`src/rtl/seq_mul_shift_add.sv`:
```
// seq_mul_shift_add: sequential shift-and-add multiplier with a three-state
// controller (IDLE -> CALC -> DONE -> IDLE) and a start/busy/done handshake.
// One bit of the multiplier is retired per CALC cycle. The op finishes when
// the remaining multiplier bits are all zero, so latency tracks the multiplier's
// MSB position instead of its value.
//
// Optional feature: define SEQ_MUL_SIGNED_EN to treat a_in/b_in as two's
// complement. Magnitudes go through the unsigned datapath. The sign is applied
// on the same edge that writes the product, so latency does not change.
module seq_mul_shift_add #(
  parameter int WIDTH = 32
) (
  input  logic               clk,
  input  logic               rst,
  input  logic               start,
  input  logic [WIDTH-1:0]   a_in,
  input  logic [WIDTH-1:0]   b_in,
  output logic               busy,
  output logic               done,
  output logic [2*WIDTH-1:0] product
);

  typedef enum logic [1:0] {
    S_IDLE = 2'd0,
    S_CALC = 2'd1,
    S_DONE = 2'd2
  } state_t;

  state_t               r_state;
  state_t               w_next;

  logic [2*WIDTH-1:0]   r_mcand;
  logic [WIDTH-1:0]     r_mplier;
  logic [2*WIDTH-1:0]   r_acc;
  logic [2*WIDTH-1:0]   r_product;

  logic [WIDTH-1:0]     w_a_mag;
  logic [WIDTH-1:0]     w_b_mag;
  logic [2*WIDTH-1:0]   w_result;
  logic                 w_mplier_zero;

`ifdef SEQ_MUL_SIGNED_EN
  logic                 r_sign;
  logic                 w_sign;

  // Operand magnitudes. -(-2^(W-1)) wraps to 2^(W-1), which is still correct
  // as an unsigned W-bit value.
  always_comb begin
    w_a_mag  = a_in[WIDTH-1] ? -a_in : a_in;
    w_b_mag  = b_in[WIDTH-1] ? -b_in : b_in;
    w_sign   = a_in[WIDTH-1] ^ b_in[WIDTH-1];
    w_result = r_sign ? -r_acc : r_acc;
  end
`else
  // Unsigned build: operands pass straight through and there is no sign logic.
  always_comb begin
    w_a_mag  = a_in;
    w_b_mag  = b_in;
    w_result = r_acc;
  end
`endif

  assign w_mplier_zero = (r_mplier == '0);

  // State register
  always_ff @(posedge clk) begin
    if (rst) r_state <= S_IDLE;
    else     r_state <= w_next;
  end

  // Next-state and handshake outputs
  always_comb begin
    w_next = r_state;
    busy   = 1'b0;
    done   = 1'b0;
    unique case (r_state)
      S_IDLE: if (start) w_next = S_CALC;
      S_CALC: begin
        busy = 1'b1;
        if (w_mplier_zero) w_next = S_DONE;
      end
      S_DONE: begin
        done   = 1'b1;
        w_next = S_IDLE;
      end
      default: w_next = S_IDLE;
    endcase
  end

  // Datapath: load on accept, then shift-and-add until the multiplier drains.
  // The product register is written only on the CALC->DONE edge.
  always_ff @(posedge clk) begin
    if (rst) begin
      r_mcand   <= '0;
      r_mplier  <= '0;
      r_acc     <= '0;
      r_product <= '0;
`ifdef SEQ_MUL_SIGNED_EN
      r_sign    <= 1'b0;
`endif
    end else begin
      unique case (r_state)
        S_IDLE: begin
          if (start) begin
            r_mcand  <= {{WIDTH{1'b0}}, w_a_mag};
            r_mplier <= w_b_mag;
            r_acc    <= '0;
`ifdef SEQ_MUL_SIGNED_EN
            r_sign   <= w_sign;
`endif
          end
        end
        S_CALC: begin
          if (w_mplier_zero) begin
            r_product <= w_result;
          end else begin
            if (r_mplier[0]) r_acc <= r_acc + r_mcand;
            r_mcand  <= r_mcand << 1;
            r_mplier <= r_mplier >> 1;
          end
        end
        default: ;
      endcase
    end
  end

  assign product = r_product;

endmodule

```
`config.mk`:
```
export PLATFORM = sky130hd
export DESIGN_NAME = seq_mul_shift_add
export DESIGN_NICKNAME = d
export VERILOG_FILES = /design/src/rtl/seq_mul_shift_add.sv
export SDC_FILE = /design/constraint.sdc
export NUM_CORES = 1
export LEC_CHECK = 0
export ABC_AREA = 0
export BUFFER_PORTS_ARGS = -buffer_cell sky130_fd_sc_hd__buf_2
export CORE_ASPECT_RATIO = 0.6
export CORE_MARGIN = 2
export CORE_UTILIZATION = 63
export CTS_BUF_LIST = sky130_fd_sc_hd__clkbuf_4 sky130_fd_sc_hd__clkbuf_8
export DETAILED_ROUTE_END_ITERATION = 16
export HOLD_SLACK_MARGIN = 0.12
export PLACE_DENSITY_LB_ADDON = 0.25
export SYNTH_ARGS = -nofsm -noshare
export SYNTH_HDL_FRONTEND = slang
export SYNTH_SLANG_ARGS = --single-unit
export TNS_END_PERCENT = 50
```
`constraint.sdc`:
```
create_clock -name clk -period 9.35 [get_ports clk]
set_input_delay 0 -clock clk [delete_from_list [all_inputs] [get_ports clk]]
set_output_delay 0 -clock clk [all_outputs]
set_load 0.01 [all_outputs]
```
Word level (Yosys, flattened, before mapping)
Cells that the tools add are included.

word-level totals
  input bits = 67
  bits in registers = 226

operators by class
  reductions and logical operators = 7
  add/subtract/negate cells = 1
  muxes and demuxes = 15
  equality and inequality tests = 6

operator list
  kind                  count
  $mux W64              5
  $pmux W64 S2          2
  $add A64 B64 Y64      1
  $mux W32              2
  $pmux W32 S2          1
  $logic_not A32 Y1     1
  $ne A2 B2 Y1 const B  4
  $mux W2               2
  $pmux W2 S2           1
  $reduce_and A2 Y1     2
  $reduce_and A4 Y1     1
  $reduce_and A3 Y1     1
  $eq A2 B1 Y1 const B  1
  $eq A2 B2 Y1 const B  1
  $logic_not A2 Y1      1
  $mux W1               2
  $reduce_bool A2 Y1    1

Depth between registers and ports, before layout
  depth in word-level cells = 4
  gate-level depth with buffers = 13
  mapped depth without buffers = 13

Worst setup path before layout
No wires, ideal clock.

  kind = flip-flop to flip-flop
  start point = register r_mcand[0]
  end point = register r_acc[60]
  stages on the path, launching flop included = 14
  path buffers = 0
  data arrival time = 2.898 ns
  setup slack = 6.335 ns
  clock period less this slack = 3.015 ns
  cell sequence = dfxtp_1 ha_1 inv_1 fa_1 nor2b_1 o21a_1 o21ai_0 a211oi_1 or3_4 a221oi_2 or4_4 a21o_1 a21o_1 a32o_1

between the ends
  cells in the longest elaborated chain, start to end = 4

ends and longest elaborated chain
  what                    RTL line  source
  start, declared         32        logic [2*WIDTH-1:0] r_mcand;
  start signal, assigned  105       r_mcand <= {{WIDTH{1'b0}}, w_a_mag};
  start signal, assigned  118       r_mcand <= r_mcand << 1;
  $add A64 B64 Y64        117       if (r_mplier[0]) r_acc <= r_acc + r_mcand;
  $mux W64                117
  $mux W64                114       if (w_mplier_zero) begin
  $pmux W64 S2            102       unique case (r_state)
  end signal, assigned    117
  end, declared           34        logic [2*WIDTH-1:0] r_acc;

Every way passes these cells. The select of a mux whose other input is x is not followed.
A chain may end at the register's enable or synchronous reset.

Worst setup path in the final report
  start point = register r_mplier[11]
  end point = register r_acc[58]

between the ends
  cells in the longest elaborated chain, start to end = 3

ends and longest elaborated chain
  what                                RTL line  source
  start, declared                     33        logic [WIDTH-1:0] r_mplier;
  start signal, assigned              106       r_mplier <= w_b_mag;
  start signal, assigned              119       r_mplier <= r_mplier >> 1;
  $logic_not A32 Y1                   63        assign w_mplier_zero = (r_mplier == '0);
  $ne A2 B2 Y1 (no source line)       --
  $reduce_and A4 Y1 (no source line)  --

Every way passes these cells.

==> impl_metrics.toml <==
[route]
wl_per_cell_um = 18.90
drc = 0
finalWirelength_um = 37300
firstDrtPassIters = 6
viasPerCell = 6.335
postRouteAntennaNets = 0
num_vias = 12510
drt_iter0_markers = 1375

[place]
finalWeightedCongestion = 0.9496
place_area_mm2 = 0.01262
port_buffers = 132
place_hpwl_um = 22390
post-place-ws_ns = 5.891

[global_route]
grt_overflow_total = 0
track_usage_pct = 36.16
grt_pass1_vias = 11730
grt_pass1_wl_um = 60110
grt_start_max_net_pins = 104
grt_antenna_before_repair = 1

[timing]
holdWs_ns = 0.2389
relSlewSlack_pct = 23.47
fin_ws_ns = 5.491
hold_viol_final = 0
final.setup_skew_ns = 0.02151
slew_violations = 0
fin_setup_tns_ns = 0
fin_crit_sh_pct = 41.27
fin_crit_ns = 3.859
setup_viol = 0
grt_setup_unrepaired = "false"
tightestPinTransition_ns = 1.148
clock.fmax_mhz = 259.1

[critical_path]
setup.worst_path.end_class = "register"
cp-start-kind = "register"
regToRegSetupSlack_ns = 5.49
worstPathRequired_ns = 9.83
reg2reg_from = "r_mplier[11]"
cpPeakStageDelay_ns = 0.82
crit_family = "simple AND/OR/NAND/NOR gates"
crit_arrival_ns = 4.34
worstSetupPathType = "reg2reg"
critPathBufInv = 1
r2r_cells = 11
crit_chain = "nor4_1 > nand4_1 > nor2_1 > nor2_1 > or2_4 > o21ai_2 > buf_4 > or3_1 > nor3_1 > mux2i_1 > nand2_1"
worst_path_most_repeated_cell = "nor2_1"
crit_fanout = 67
slowest_stage = "or3_1"
rr_endpoint = "r_acc[58]"

[synth]
yosysTopAreaCell = "dfxtp_1"
syn_nets = 1683
syn_area_per_cell_um2 = 7.716
netlist_area_mm2 = 0.01198
async_flop_share_pct = 0
synth-edff-count = 0
syn_inst = 1552
ys_types = 69
ys_seq_area_share_pct = 37.78
yosysWarnings = 0
synth_top_area_share_pct = 37.78
ys_ff_latch = 226
synth_area_leaders = "dfxtp_1, nand2_1, a21oi_1"
synth_ff_type = "dfxtp_1"

[clock_network]
cts_max_level = 1
clk-insertion-delay-late_ns = 0.59
cts_root_buf = "clkbuf_8"
cts_buffers = 31
cts_tree = "done"
clkSinkCount = 226
clockBufferDepth = 3
clk_pin_slew_ns = 0.07
post_cts_resized = 0

[cells_and_area]
area_delta_synth_final_pct = 19.10
fin_util_pct = 77.71
drive_above_1_share_pct = 12.87
fillers = 1260
final_nets = 1845
design_area_mm2 = 0.01426

[run_status]
status = "finished, final reports clean"

[floorplanning]
die_w_um = 182.0
die-area_mm2 = 0.02016
core_area_mm2 = 0.01835
initial_utilization_pct = 65.25
num_rows = 38
pin_count = 133
die_y_um = 110.8

[power]
p_seq_share_pct = 47.8
ir_worst_vdd_v = 0.0001166
power_frac_clock_pct = 38.3
swShare_pct = 27.62
comb_power_share_pct = 13.9
p_int_mw = 1.562
p_leak_nw = 6.158
switchingPower_mw = 0.5962
pwr_density_cell_mw_per_mm2 = 151.3

[worst_hold_path]
hold_path_end = "r_mcand[12]"
hold_depth = 4
hp-class = "in2reg"
hold_path.startpoint = "a_in[12]"

[run]
maxCapViolCount = 0
[what timing repair did]
| item | CTS | global route |
|---|---|---|
| hold endpoints to repair | 133 | 0 |
| hold buffers | 97 | 0 |
| setup endpoints to repair | 0 | 0 |
| setup buffers | 0 | 0 |
[flip-flops by register name (all words and copies together) (netlist names)]
signal	cells
product	64
r_acc	64
r_mcand	64
r_mplier	32
r_state	2
[per-stage QoR]
step	cells	power (mW)
5_1_grt	1973	2.231
3_5_place_dp	1824	1.287
2_1_floorplan	1552	1.215
4_1_cts	1973	2.134
6_report	1974	2.158
3_3_place_gp	1824	1.280
[placed cells by master, fill, tap and decap left out, types with 8 or more instances in the layout]
cell / synthesis / layout
a21o_1: 57 / 57
a21oi_1: 162 / 162
a22oi_1: 20 / 20
a311oi_1: 64 / 64
a31oi_1: 15 / 15
buf_2: 6 / 131
buf_4: 0 / 10
clkbuf_4: 0 / 8
clkbuf_8: 0 / 38
dfxtp_1: 226 / 226
dlygate4sd3_1: 0 / 97
ha_1: 63 / 63
inv_1: 25 / 25
nand2_1: 357 / 356
nand3_1: 48 / 48
nand4_1: 24 / 24
nor2_1: 123 / 121
nor3_1: 15 / 13
nor4_1: 14 / 14
o21ai_0: 55 / 55
o21bai_1: 16 / 16
xnor2_1: 22 / 22
xor2_1: 23 / 23
[layout make-up]
class / count / area [µm²] / area share, %
Sequential cell: 226 / 4524 / 31.72
Multi-Input combinational cell: 1190 / 6959 / 48.79
Timing Repair Buffer: 239 / 1713 / 12.01
Clock inverter: 6 / 82.58 / 0.5790
Tap cell: 240 / 300.3 / 2.105
Inverter: 26 / 97.59 / 0.6843
Clock buffer: 46 / 583.1 / 4.088
Antenna cell: 1 / 2.502 / 0.01755
[worst reg2reg max path, stage by stage, from the launching register on]
cell	delay [ns]
dfxtp_1	0.35
nor4_1	0.52
nand4_1	0.28
nor2_1	0.27
nor2_1	0.13
or2_4	0.49
o21ai_2	0.14
buf_4	0.42
or3_1	0.82
nor3_1	0.12
mux2i_1	0.17
nand2_1	0.06
[kinds of logic (layout without fill, tap and decap cells)]
logic type,Yosys count,count (layout),synth area share (%)
AOI/OAI and AO/OA,452,452,25.27
and+or+nand+nor,627,627,22.41
buffers and inverters,136,317,4.326
other,0,1,0
adders and majority gates,64,64,6.750
DFF,226,226,37.78
xor gates and xnor gates,45,45,3.291
muxes,2,2,0.1672
[power groups by stage]
stage	combinational, mW	clock, mW	sequential, mW
after floorplan	0.177	0	1.04
after global placement	0.234	0	1.05
after detailed placement	0.239	0	1.05
after CTS	0.281	0.826	1.03
after global routing	0.322	0.875	1.03
final	0.300	0.826	1.03
[how the worst max path moves through the flow]
| stage | from | to | cells past startpoint |
|---|---|---|---|
| floorplan | r_mcand[0] | r_acc[60] | 13 |
| global placement | r_state[0] | r_acc[58] | 8 |
| detailed placement | r_mplier[24] | r_acc[58] | 11 |
| CTS | r_mplier[24] | r_acc[58] | 11 |
| global route | r_mplier[6] | r_acc[58] | 11 |
| finish | r_mplier[11] | r_acc[58] | 11 |
[Yosys cell counts, types with 14 or more instances]
cell        n
a21oi_1   162
nand4_1    24
nand3_1    48
inv_1      25
nor4_1     14
nand2_1   357
o21ai_0    55
o21bai_1   16
ha_1       63
a311oi_1   64
nor3_1     15
xor2_1     23
nor2_1    123
a21o_1     57
xnor2_1    22
dfxtp_1   226
clkbuf_1  101
a31oi_1    15
a22oi_1    20
[layer usage]
metal  global-route usage (%)  routed length [µm]  up-vias
met5                        0                   0        -
met4                    12.42                1177        0
met3                    8.213                4240      123
met2                    53.03               15350      765
met1                    52.22               16530     5789
li1                         -                   -     5828
No activity file was read; power rests on OpenSTA's default activity.
